<file path="config.mk">
export PLATFORM = sky130hd
export DESIGN_NAME = a2d_sched
export DESIGN_NICKNAME = d
export VERILOG_FILES = /design/src/rtl/a2d_sched.sv
export SDC_FILE = /design/constraint.sdc
export NUM_CORES = 1
export LEC_CHECK = 0
export CORE_ASPECT_RATIO = 0.5
export CORE_MARGIN = 10
export CORE_UTILIZATION = 52
export DETAILED_ROUTE_END_ITERATION = 10
export PLACE_DENSITY = 0.85
export SYNTH_ARGS = -nofsm -noshare
export SYNTH_HDL_FRONTEND = slang
export SYNTH_SLANG_ARGS = --single-unit
</file>
<file path="constraint.sdc">
create_clock -name clk -period 4.4 [get_ports clk]
set_input_delay 1.1 -clock clk [delete_from_list [all_inputs] [get_ports clk]]
set_output_delay 1.1 -clock clk [all_outputs]
set_load 0.1 [all_outputs]
</file>
<file path="src/rtl/a2d_sched.sv">
// a2d_sched: A2D conversion scheduler. Sequences brake/batt/curr/torque slots
// over one SPI master and holds the latest 12-bit result per channel.
module a2d_sched #(
    parameter bit          FAST_SIM = 1'b1,
    parameter int unsigned TMO_CYC  = 1023
) (
    input  logic        clk,
    input  logic        rst,
    output logic        cnv_wrt,
    output logic [15:0] cnv_cmd,
    input  logic        cnv_done,
    input  logic [15:0] cnv_rd_data,
    output logic [11:0] batt,
    output logic [11:0] curr,
    output logic [11:0] brake,
    output logic [11:0] torque,
    output logic        sample_vld,
    output logic [1:0]  sample_chan,
    output logic        overrun,
    output logic        tmo_err
);

    localparam logic [13:0] INT_MAX  = FAST_SIM ? 14'd511 : 14'd16383;
    localparam int unsigned TMO_W    = $clog2(TMO_CYC + 1);
    localparam logic [TMO_W-1:0] TMO_LAST = TMO_W'(TMO_CYC - 1);

    typedef enum logic [2:0] {IDLE, CMD, WAIT1, GAP, READ, WAIT2, STORE} state_t;

    state_t           state, nxt_state;
    logic [13:0]      int_cnt;
    logic [TMO_W-1:0] tmo_cnt;
    logic [2:0]       slot_ptr;
    logic [2:0]       slot_ch;
    logic [1:0]       slot_code;
    logic             tick;
    logic             in_wait;
    logic             tmo_hit;
    logic             unused_rd_bits;

    assign tick    = (int_cnt == INT_MAX);
    assign in_wait = (state == WAIT1) || (state == WAIT2);
    // cnv_done on the last allowed cycle takes priority over the timeout
    assign tmo_hit = in_wait && (tmo_cnt == TMO_LAST) && !cnv_done;
    assign unused_rd_bits = &{1'b0, cnv_rd_data[15:12]};

    always_comb begin
        slot_ch   = 3'd3;
        slot_code = 2'd2;
        case (slot_ptr)
            3'd1: begin slot_ch = 3'd0; slot_code = 2'd0; end
            3'd3: begin slot_ch = 3'd1; slot_code = 2'd1; end
            3'd5: begin slot_ch = 3'd4; slot_code = 2'd3; end
            default: ;
        endcase
    end

    always_ff @(posedge clk) begin
        if (rst) state <= IDLE;
        else     state <= nxt_state;
    end

    always_comb begin
        nxt_state = state;
        case (state)
            IDLE:  if (tick) nxt_state = CMD;
            CMD:   nxt_state = WAIT1;
            WAIT1: if (cnv_done) nxt_state = GAP;
                   else if (tmo_hit) nxt_state = IDLE;
            GAP:   nxt_state = READ;
            READ:  nxt_state = WAIT2;
            WAIT2: if (cnv_done) nxt_state = STORE;
                   else if (tmo_hit) nxt_state = IDLE;
            STORE: nxt_state = IDLE;
            default: nxt_state = IDLE;
        endcase
    end

    always_comb begin
        cnv_wrt     = (state == CMD) || (state == READ);
        cnv_cmd     = cnv_wrt ? {2'b00, slot_ch, 11'h000} : '0;
        sample_vld  = (state == STORE);
        sample_chan = sample_vld ? slot_code : '0;
    end

    always_ff @(posedge clk) begin
        if (rst) begin
            int_cnt  <= '0;
            tmo_cnt  <= '0;
            slot_ptr <= '0;
            batt     <= '0;
            curr     <= '0;
            brake    <= '0;
            torque   <= '0;
            overrun  <= 1'b0;
            tmo_err  <= 1'b0;
        end else begin
            int_cnt <= tick ? '0 : int_cnt + 14'd1;
            // Cleared outside the WAIT states, so it is zero on every WAIT entry
            tmo_cnt <= in_wait ? tmo_cnt + 1'b1 : '0;
            if (tick && state != IDLE) overrun <= 1'b1;
            if (tmo_hit) tmo_err <= 1'b1;
            if (state == STORE || tmo_hit)
                slot_ptr <= (slot_ptr == 3'd5) ? 3'd0 : slot_ptr + 3'd1;
            if (state == WAIT2 && cnv_done) begin
                case (slot_code)
                    2'd0: batt   <= cnv_rd_data[11:0];
                    2'd1: curr   <= cnv_rd_data[11:0];
                    2'd2: brake  <= cnv_rd_data[11:0];
                    default: torque <= cnv_rd_data[11:0];
                endcase
            end
        end
    end

endmodule

</file>
==> results of run 1 <==
report_power, final:
group | switching [µW] | total [µW] | internal (µW) | leakage, µW
logic | 69.5 | 84.8 | 15.2 | 0.000767
clock network | 285 | 780 | 494 | 0.000156
registers | 2.80 | 730 | 727 | 0.000645
total | 358 | 1590 | 1240 | 0.00157
final timing paths:
check / from / end / slack, ns / cells past startpoint
worst max-delay path: cnv_done / curr[0]$_SDFFE_PP0P_ / 1.27 / 5
worst min-delay path: tmo_cnt[0]$_SDFF_PP0_ / tmo_cnt[0]$_SDFF_PP0_ / 0.48 / 1
worst min register to register: tmo_cnt[0]$_SDFF_PP0_ / tmo_cnt[0]$_SDFF_PP0_ / 0.48 / 1
worst max register to register: state[2]$_SDFFE_PP0P_ / curr[0]$_SDFFE_PP0P_ / 1.98 / 4
registers in the layout, indices dropped and copies added, names as in the netlist:
| register | cells |
|---|---|
| slot_ptr | 3 |
| torque | 12 |
| batt | 12 |
| curr | 12 |
| tmo_cnt | 10 |
| int_cnt | 14 |
| brake | 12 |
| tmo_err | 1 |
| state | 3 |
| overrun | 1 |
metrics by stage:
step	total power [µW]	setup slack (ns)	cells	hold WS (ns)
after detailed placement	830	0.948	516	0.467
after CTS	1600	1.29	532	0.475
after floorplan	816	0.190	385	0.430
final	1590	1.27	532	0.475
after global placement	830	0.988	516	0.444
after global routing	1640	1.16	532	0.506
synth_stat cells, drive strengths merged (2+ instances only):
| library cell | n |
|---|---|
| a2111oi | 2 |
| o211ai | 3 |
| clkbuf | 9 |
| nand3b | 2 |
| or4 | 2 |
| ha | 4 |
| nand3 | 21 |
| inv | 11 |
| buf | 23 |
| xor2 | 8 |
| nand2b | 3 |
| nor3 | 6 |
| nor3b | 5 |
| and2 | 2 |
| a31oi | 3 |
| and3 | 4 |
| a21oi | 22 |
| dfxtp | 80 |
| nand4 | 5 |
| or3 | 3 |
| a21o | 2 |
| xnor2 | 11 |
| nor2 | 69 |
| nand2 | 4 |
| o21ai | 18 |
| mux2i | 36 |
| and4b | 2 |
| and4 | 2 |
metal layers:
layer,track usage (%),vias to the layer above,share of wire (%)
met5,0,-,0
met4,4.91,0,1.5
met3,5.91,10,6.9
met2,26.7,80,48
met1,18.0,1348,44
li1,-,1396,-
layout make-up:
cell class,count,area share [%]
repair buffers,75,16.2
clock inverters,6,1.89
clock buffers,10,5.16
flip-flops and latches,80,36.1
inverters,11,0.931
multi-input cells,262,37.2
well taps,88,2.48
logic make-up (layout without fill, tap and decap cells):
| group | after synthesis | in the layout | share of synthesized area, % |
|---|---|---|---|
| simple gates | 133 | 133 | 19.4 |
| flops | 80 | 80 | 46.3 |
| compound gates | 57 | 57 | 10.3 |
| buf+inv | 43 | 102 | 7.27 |
| mux | 36 | 36 | 10.4 |
| xor+xnor | 19 | 19 | 4.81 |
| fa+ha+maj | 4 | 4 | 1.45 |
| other cells | 1 | 13 | 0.108 |
critical path, stage by stage:
cell	delay, ns
clkdlybuf4s50_1	0.58
and4b_1	0.55
and4_1	0.77
mux2i_1	0.27
nor2_1	0.06
==> qor.txt, run 1 <==
Multi-input gate area = 1650 µm²
# IOs = 89
DRC = 0
DIE HEIGHT = 77.7 µm
Port bufs = 71
GRT overflow = 0
Area post-placement = 4120 µm²
Final setup TNS = 0 ns
CTS Buf Count = 9
Initial core utilization = 55.3%
Vias in the first global route = 2797
Fmax achieved = 0.319 GHz
Static leakage = 0.00157 µW
Final instance area = 4430 µm²
Final core utilization = 70.9%
Clk_lat worst skew = 0.33 ns
Setup violations, final = 0
Reg clk slew, reported paths = 0.06 ns
Largest net degree at the start of global routing = 33
Via-per-instance ratio = 5.33
First-pass iteration count of the detailed router = 4
Syn Area/Cell = 9.27 µm²
Status = finished, final reports clean
Tightest Pin Transition = 1.01 ns
Cells after Synth = 373
Fin crit share = 71.2%
Area grow syn2layout = 28.2%
Sequential share of the synthesized area = 46.3%
Total of max-cap violations = 0
Post-DR wirelength/cell = 15.7 µm
CORE AREA = 6260 µm²
TritonCTS clock tree = done
Setup Skew = 0.00586 ns
Hpwl dp = 5820 µm
Hold buffer count at cts = 0
Antenna Nets Post-Route = 0
Die area = 10500 µm²
Worst vdd ir = 0.000169 V
Post-synth EDFFs = 0
Filler instances = 480
Layout cells sized above 1 = 8.33%
Die width = 135 µm
Most frequent cells in the layout = dfxtp_1 (80), nor2_1 (69), clkdlybuf4s50_1 (63)
Initial antenna violation count = 0
Synth area leader = dfxtp_1
Drt initial violations = 198
Nature of the critical path endpoint = flop
Synth cell types = 50
Layout net count = 462
Setup bufs post-CTS = 0
Area contributors post-synth = dfxtp_1 (46%), mux2i_1 (10%), nor2_1 (7.5%)
Total number of vias = 2834
CP Max Fanout = 13
Post-CTS Resized = 0
Asr flop ratio synth = 0%
Rows = 20
Syn Std Cell Area = 3460 µm²
RSZ-0062 raised after global routing = false
Seq cells post-synth = 80
Final Max Slew Viols = 0
Tot GR Track Use = 15.7%
Tmin final = 3.13 ns
Routability cong. = 0.780
PD cells = 359 nW/µm²
Slew headroom = 32.3%
ANT cells = 0
Clock sink count = 80
Synth top area share = 46.3%
Main flop type after synthesis = dfxtp_1
Post-Route WL = 8350 µm
Most common cell after layout, fill and taps aside = dfxtp_1
Hold Crit Class = flop to flop
WS Path Type = primary input to flop
Worst-case clock buffer depth = 2
CP Launch Type = primary input
Synth warn = 0
WP data arrival = 3.33 ns
Register area = 1600 µm²
First-pass GRT wire length = 13600 µm
CP required = 4.60 ns
H-tree Lvls = 3
Final Hold Vio Count = 0
Clock root buffer = clkbuf_16
(Power assumes the default switching activity.)
==> run 2: changes to the inputs <==
--- a/config.mk
+++ b/config.mk
@@ -7,9 +7,9 @@
 export LEC_CHECK = 0
 export CORE_ASPECT_RATIO = 0.5
 export CORE_MARGIN = 10
-export CORE_UTILIZATION = 52
+export CORE_UTILIZATION = 44
 export DETAILED_ROUTE_END_ITERATION = 10
-export PLACE_DENSITY = 0.85
+export PLACE_DENSITY = 0.77
 export SYNTH_ARGS = -nofsm -noshare
 export SYNTH_HDL_FRONTEND = slang
 export SYNTH_SLANG_ARGS = --single-unit
==> constraint.sdc (replaced) <==
create_clock -name clk -period 2.65 [get_ports clk]
set_input_delay 0.6625 -clock clk [delete_from_list [all_inputs] [get_ports clk]]
set_output_delay 0.6625 -clock clk [all_outputs]
set_load 0.1 [all_outputs]
==> qor.txt, run 2 (synthesis gave the netlist of run 1 again) <==
Tmin final = 2.36 ns
Setup Skew = 0.00498 ns (was 0.00586 ns)
Hpwl dp = 5940 µm (was 5820 µm)
Critical path startpoint = slot_ptr[1]$_SDFFE_PP0P_ (was cnv_done)
Layout net count = 465 (was 462)
Tightest Pin Transition = 0.777 ns (was 1.01 ns)
Antenna Nets Post-Route = 0 (unchanged)
Reg-to-Reg Start = slot_ptr[1]$_SDFFE_PP0P_ (was state[2]$_SDFFE_PP0P_)
Area grow syn2layout = 29.1% (was 28.2%)
CP Launch Type = flop (was primary input)
Slew headroom = 48.2% (was 32.3%)
Routability cong. = 0.803 (was 0.780)
Largest net degree at the start of global routing = 30 (was 33)
Die width = 145 µm (was 135 µm)
WS Path Type = flop to primary output (was primary input to flop)
CORE AREA = 7490 µm² (was 6260 µm²)
DIE HEIGHT = 82.7 µm (was 77.7 µm)
Setup violations, final = 0 (unchanged)
RSZ-0062 raised after global routing = false (unchanged)
Filler instances = 664 (was 480)
First-pass iteration count of the detailed router = 4 (unchanged)
Clock sink count = 80 (unchanged)
TritonCTS clock tree = done (unchanged)
Final instance area = 4460 µm² (was 4430 µm²)
R2r endpoint = batt[3]$_SDFFE_PP0P_ (was curr[0]$_SDFFE_PP0P_)
Final setup TNS = 0 ns (unchanged)
End of the worst hold path = tmo_err$_SDFFE_PP0P_ (was tmo_cnt[0]$_SDFF_PP0_)
Register area = 1600 µm² (unchanged)
Area post-placement = 4170 µm² (was 4120 µm²)
Post-DR wirelength/cell = 14.9 µm (was 15.7 µm)
Rows = 22 (was 20)
Port bufs = 71 (unchanged)
Reg clk slew, reported paths = 0.05 ns (was 0.06 ns)
ANT cells = 0 (unchanged)
Total number of vias = 2760 (was 2834)
# IOs = 89 (unchanged)
Clk_lat worst skew = 0.33 ns (about the same)
Post-CTS Resized = 0 (unchanged)
Initial antenna violation count = 0 (unchanged)
PD cells = 573 nW/µm² (was 359 nW/µm²)
Total of max-cap violations = 0 (unchanged)
Top reg by flops = int_cnt (unchanged)
DRC = 0 (unchanged)
Final Max Slew Viols = 0 (unchanged)
Fin crit share = 89.2%
First-pass GRT wire length = 13400 µm (was 13600 µm)
CP Max Fanout = 8 (was 13)
Vias in the first global route = 2674 (was 2797)
Worst-case clock buffer depth = 2 (unchanged)
Via-per-instance ratio = 4.98 (was 5.33)
Final Hold Vio Count = 0 (unchanged)
Fmax achieved = 0.423 GHz
Clock root buffer = clkbuf_16 (unchanged)
Hold Crit Class = flop to flop (unchanged)
HP Start = tmo_err$_SDFFE_PP0P_ (was tmo_cnt[0]$_SDFF_PP0_)
CP required = 1.99 ns (was 4.60 ns)
Drt initial violations = 136 (was 198)
Max reg flops = 14 (unchanged)
H-tree Lvls = 3 (unchanged)
Die area = 12000 µm² (was 10500 µm²)
Static leakage = 0.00169 µW (was 0.00157 µW)
Tot GR Track Use = 13.7% (was 15.7%)
Initial core utilization = 46.2% (was 55.3%)
Most frequent cells in the layout = dfxtp_1 (80), nor2_1 (66), buf_4 (55) (was dfxtp_1 (80), nor2_1 (69), clkdlybuf4s50_1 (63))
Worst vdd ir = 0.000349 V (was 0.000169 V)
R2R cell count = 5 (was 4)
GRT overflow = 0 (unchanged)
Hold buffer count at cts = 0 (unchanged)
Most common cell after layout, fill and taps aside = dfxtp_1 (unchanged)
Setup bufs post-CTS = 0 (unchanged)
Multi-input gate area = 1670 µm² (was 1650 µm²)
Hold Crit Depth = 2 (was 1)
R2R Setup Slk = 0.75 ns (was 1.98 ns)
Status = finished, final reports clean (unchanged)
WP data arrival = 1.70 ns (was 3.33 ns)
Layout cells sized above 1 = 20.9% (was 8.33%)
Post-Route WL = 8250 µm (was 8350 µm)
CTS Buf Count = 9 (unchanged)
Nature of the critical path endpoint = primary output (was flop)
-- run 2: changes by cell type in the layout (fill, tap and decap cells not counted), moves of 2 or more --
cell,delta
buf_12,+9
clkinv_2,-2
nor2_1,-3
clkdlybuf4s50_1,-50
nor2_2,+3
buf_4,+44
-- run 2: layer usage --
layer | track usage [%] | vias up | wire length, µm
li1 | - | 1404 | -
met3 | 4.18 | 10 | 476
met5 | 0 | - | 0
met4 | 6.31 | 0 | 125
met2 | 23.5 | 72 | 3830
met1 | 15.9 | 1274 | 3820
-- run 2: critical path: stages, from the launching register on --
cell     delay, ns
dfxtp_1       0.37
and2_1        0.20
ha_1          0.25
o21ai_0       0.09
nor3b_2       0.25
buf_12        0.21
-- run 2: worst max path at each step --
stage,end,slack [ns],depth (start not counted)
floorplan,sample_chan[1],-0.12,5
global placement,brake[0]$_SDFFE_PP0P_,0.29,6
detailed placement,brake[10]$_SDFFE_PP0P_,0.24,6
CTS,sample_chan[1],0.27,5
global route,sample_chan[1],0.16,3
finish,sample_chan[1],0.29,5
-- run 2: final cells by class --
class | count | area share (%)
Inverter | 11 | 0.925
Sequential cell | 80 | 35.9
Tap cell | 108 | 3.03
Clock buffer | 12 | 5.52
Clock inverter | 3 | 0.953
Timing Repair Buffer | 78 | 16.3
Multi-Input combinational cell | 262 | 37.4
-- run 2: where the power goes --
group          internal (µW)  leakage (µW)  switching (µW)
logic                   26.4      0.000911             117
registers               1210      0.000645            4.93
clock network            748      0.000139             452
-- run 2: stage by stage --
| stage | setup slack [ns] | hold slack (ns) | total power [µW] | util (%) | cells |
|---|---|---|---|---|---|
| floorplan | -0.121 | 0.430 | 1360 | - | 385 |
| finish | 0.286 | 0.470 | 2560 | 59.6 | 554 |
| global placement | 0.293 | 0.445 | 1380 | 55.7 | 539 |
| detailed placement | 0.244 | 0.462 | 1380 | 55.7 | 539 |
| global route | 0.159 | 0.505 | 2630 | 59.6 | 554 |
| CTS | 0.270 | 0.474 | 2580 | 59.6 | 554 |
==> run 3: changes to the inputs <==
--- a/config.mk
+++ b/config.mk
@@ -5,6 +5,7 @@
 export SDC_FILE = /design/constraint.sdc
 export NUM_CORES = 1
 export LEC_CHECK = 0
+export ABC_AREA = 1
 export CORE_ASPECT_RATIO = 0.5
 export CORE_MARGIN = 10
 export CORE_UTILIZATION = 44
==> qor.txt, run 3 <==
Fin crit share = 85.6% (was 89.2%)
First-pass iteration count of the detailed router = 5 (was 4)
PD cells = 589 nW/µm² (was 573 nW/µm²)
Post-DR wirelength/cell = 13.3 µm (was 14.9 µm)
Total number of vias = 2992 (was 2760)
CTS Buf Count = 9 (unchanged)
RSZ-0062 raised after global routing = false (unchanged)
Most common cell after layout, fill and taps aside = nor2_1 (was dfxtp_1)
Routability cong. = 0.834 (was 0.803)
Initial antenna violation count = 0 (unchanged)
Main flop type after synthesis = dfxtp_1 (unchanged)
Most frequent cells in the layout = nor2_1 (134), dfxtp_1 (80), buf_4 (59) (was dfxtp_1 (80), nor2_1 (66), buf_4 (55))
Clk_lat worst skew = 0.33 ns (about the same)
Synth top area share = 47.3% (was 46.3%)
Layout net count = 560 (was 465)
GRT overflow = 0 (unchanged)
WS Path Type = flop to primary output (unchanged)
Final setup TNS = 0 ns (unchanged)
Reg clk slew, reported paths = 0.06 ns (was 0.05 ns)
Syn Area/Cell = 7.29 µm² (was 9.27 µm²)
Tot GR Track Use = 14.2% (was 13.7%)
Largest net degree at the start of global routing = 45 (was 30)
P_int = 1970 µW (was 1980 µW)
CORE AREA = 7400 µm² (was 7490 µm²)
Asr flop ratio synth = 0% (unchanged)
Fmax achieved = 0.441 GHz (was 0.423 GHz)
Setup Skew = 0.00305 ns (was 0.00498 ns)
Hold Slack = 0.451 ns (was 0.470 ns)
First-pass GRT wire length = 13200 µm (was 13400 µm)
M3 GR Usage = 4.26% (was 4.18%)
Clock root buffer = clkbuf_16 (unchanged)
Post-Route WL = 8460 µm (was 8250 µm)
DRC = 0 (unchanged)
Top Usage Layer GRT = met2 (unchanged)
Antenna Nets Post-Route = 0 (unchanged)
H-tree Lvls = 3 (unchanged)
Setup violations, final = 0 (unchanged)
Port bufs = 71 (unchanged)
CP cell instances = nand2_1, inv_1, ha_1, inv_1, nand2_1, a21oi_2, buf_12 (was and2_1, ha_1, o21ai_0, nor3b_2, buf_12)
Max reg flops = 14 (unchanged)
Area contributors post-synth = dfxtp_1 (47%), nor2_1 (15%), o21ai_0 (7.0%) (was dfxtp_1 (46%), mux2i_1 (10%), nor2_1 (7.5%))
TritonCTS clock tree = done (unchanged)
Synth warn = 0 (unchanged)
WP data arrival = 1.61 ns (was 1.70 ns)
Rows = 22 (unchanged)
Syn Std Cell Area = 3380 µm² (was 3460 µm²)
Top reg by flops = int_cnt (unchanged)
Met1 Usage GRT = 16.7% (was 15.9%)
Grt met2 use = 24.0% (was 23.5%)
Cells after Synth = 464 (was 373)
Non-Filler Instances = 637 (was 554)
Clock sink count = 80 (unchanged)
Nature of the critical path endpoint = primary output (unchanged)
Area grow syn2layout = 27.8% (was 29.1%)
Vias in the first global route = 2653 (was 2674)
Setup bufs post-CTS = 0 (unchanged)
Drt initial violations = 135 (was 136)
Switch share = 22.8% (was 22.5%)
Comb pwr share = 6.1% (was 5.6%)
Worst-case clock buffer depth = 2 (unchanged)
Die width = 144 µm (was 145 µm)
Layout cells sized above 1 = 17.2% (was 20.9%)
Status = finished, final reports clean (unchanged)
Tmin final = 2.27 ns (was 2.36 ns)
Final instance area = 4320 µm² (was 4460 µm²)
CP max stage delay = 0.37 ns (about the same)
CP required = 1.99 ns (about the same)
# IOs = 89 (unchanged)
Final Hold Vio Count = 0 (unchanged)
Seq cells post-synth = 80 (unchanged)
Static leakage = 0.00189 µW (was 0.00169 µW)
Initial core utilization = 45.7% (was 46.2%)
Worst vdd ir = 0.000414 V (was 0.000349 V)
DIE HEIGHT = 82.0 µm (was 82.7 µm)
Hpwl dp = 6310 µm (was 5940 µm)
Total of max-cap violations = 0 (unchanged)
Synth cell types = 28 (was 50)
CP Max Fanout = 8 (unchanged)
Clock power share = 46.5% (was 46.9%)
Post-CTS Resized = 0 (unchanged)
Crit path max-delay cell type = dfxtp_1 (unchanged)
Via-per-instance ratio = 4.70 (was 4.98)
Sw Pwr = 580 µW (was 574 µW)
Hold buffer count at cts = 0 (unchanged)
Register share of total power = 47.5% (was 47.4%)
Area post-placement = 4030 µm² (was 4170 µm²)
Top-count cell post-synth = nor2_1 (was dfxtp_1)
Final Max Slew Viols = 0 (unchanged)
Sequential share of the synthesized area = 47.3% (was 46.3%)
ANT cells = 0 (unchanged)
Hold Crit Class = flop to flop (unchanged)
Post-synth EDFFs = 0 (unchanged)
CP Launch Type = flop (unchanged)
Synth area leader = dfxtp_1 (unchanged)
Commonest cells in the netlist = nor2_1 (135), dfxtp_1 (80), nand2_1 (47), o21ai_0 (47), inv_1 (44) (was dfxtp_1 (80), nor2_1 (69), mux2i_1 (36))
DP Cell Count = 622 (was 539)
Die area = 11800 µm² (was 12000 µm²)
[run 3: changes by cell type in the layout (fill, tap and decap cells not counted), moves of 6 or more]
cell,delta
a21oi_1,-6
nor2_1,+68
xnor2_1,-10
mux2i_1,-36
nand2_1,+43
o21ai_1,+9
o21ai_0,+30
inv_1,+32
[run 3: cell type report]
class | instances | area (µm²)
fill | 691 | 3080
multi-input combinational | 322 | 1470
sequential | 80 | 1600
inverter | 47 | 176
timing repair buffer | 77 | 663
clock buffer | 13 | 280
clock inverter | 2 | 12.5
tap | 96 | 120
[run 3: layer usage]
metal	vias to the layer above	part of all wire, %
met3	12	6.1
met4	0	1.8
met1	1331	42
met5	-	0
li1	1586	-
met2	63	50
[run 3: cells by family (layout without fill, tap and decap cells)]
kind of cell	after synthesis	count (layout)	synth area share, %
AOI/OAI and AO/OA	75	75	11.2
and+or+nand+nor	225	225	27.8
buffers and inverters	74	139	10.8
DFF	80	80	47.3
adders and majority gates	4	4	1.48
other	1	13	0.111
xor gates and xnor gates	5	5	1.29
[run 3: path summary, 6_finish.rpt]
path,startpoint,endpoint,slack [ns],depth (start not counted)
max,slot_ptr[0]$_SDFFE_PP0P_,sample_chan[1],0.38,7
min,tmo_err$_SDFFE_PP0P_,tmo_err$_SDFFE_PP0P_,0.45,2
max reg2reg,int_cnt[0]$_SDFF_PP0_,int_cnt[12]$_SDFF_PP0_,0.92,8
min reg2reg,tmo_err$_SDFFE_PP0P_,tmo_err$_SDFFE_PP0P_,0.45,2
[run 3: worst max-delay path, delay by kind of cell (launching register included)]
kind | cells | cell delay [ns]
AOI/OAI and AO/OA | 1 | 0.19
buffers and inverters | 3 | 0.32
and+or+nand+nor | 2 | 0.18
adders and majority gates | 1 | 0.21
DFF | 1 | 0.37
[run 3: through the flow]
step | worst slack [ns] | total power, µW | utilization (%)
floorplan | 0.0661 | 1360 | -
global placement | 0.384 | 1390 | 54.4
detailed placement | 0.371 | 1390 | 54.4
CTS | 0.375 | 2570 | 58.4
global route | 0.279 | 2640 | 58.4
finish | 0.381 | 2550 | 58.4
[run 3: power by group through the flow]
stage / Sequential (µW) / Combinational [µW] / Clock (µW)
6_report: 1210 / 155 / 1180
5_1_grt: 1210 / 164 / 1260
4_1_cts: 1210 / 153 / 1200
3_5_place_dp: 1240 / 152 / 0
3_3_place_gp: 1240 / 152 / 0
2_1_floorplan: 1240 / 126 / 0
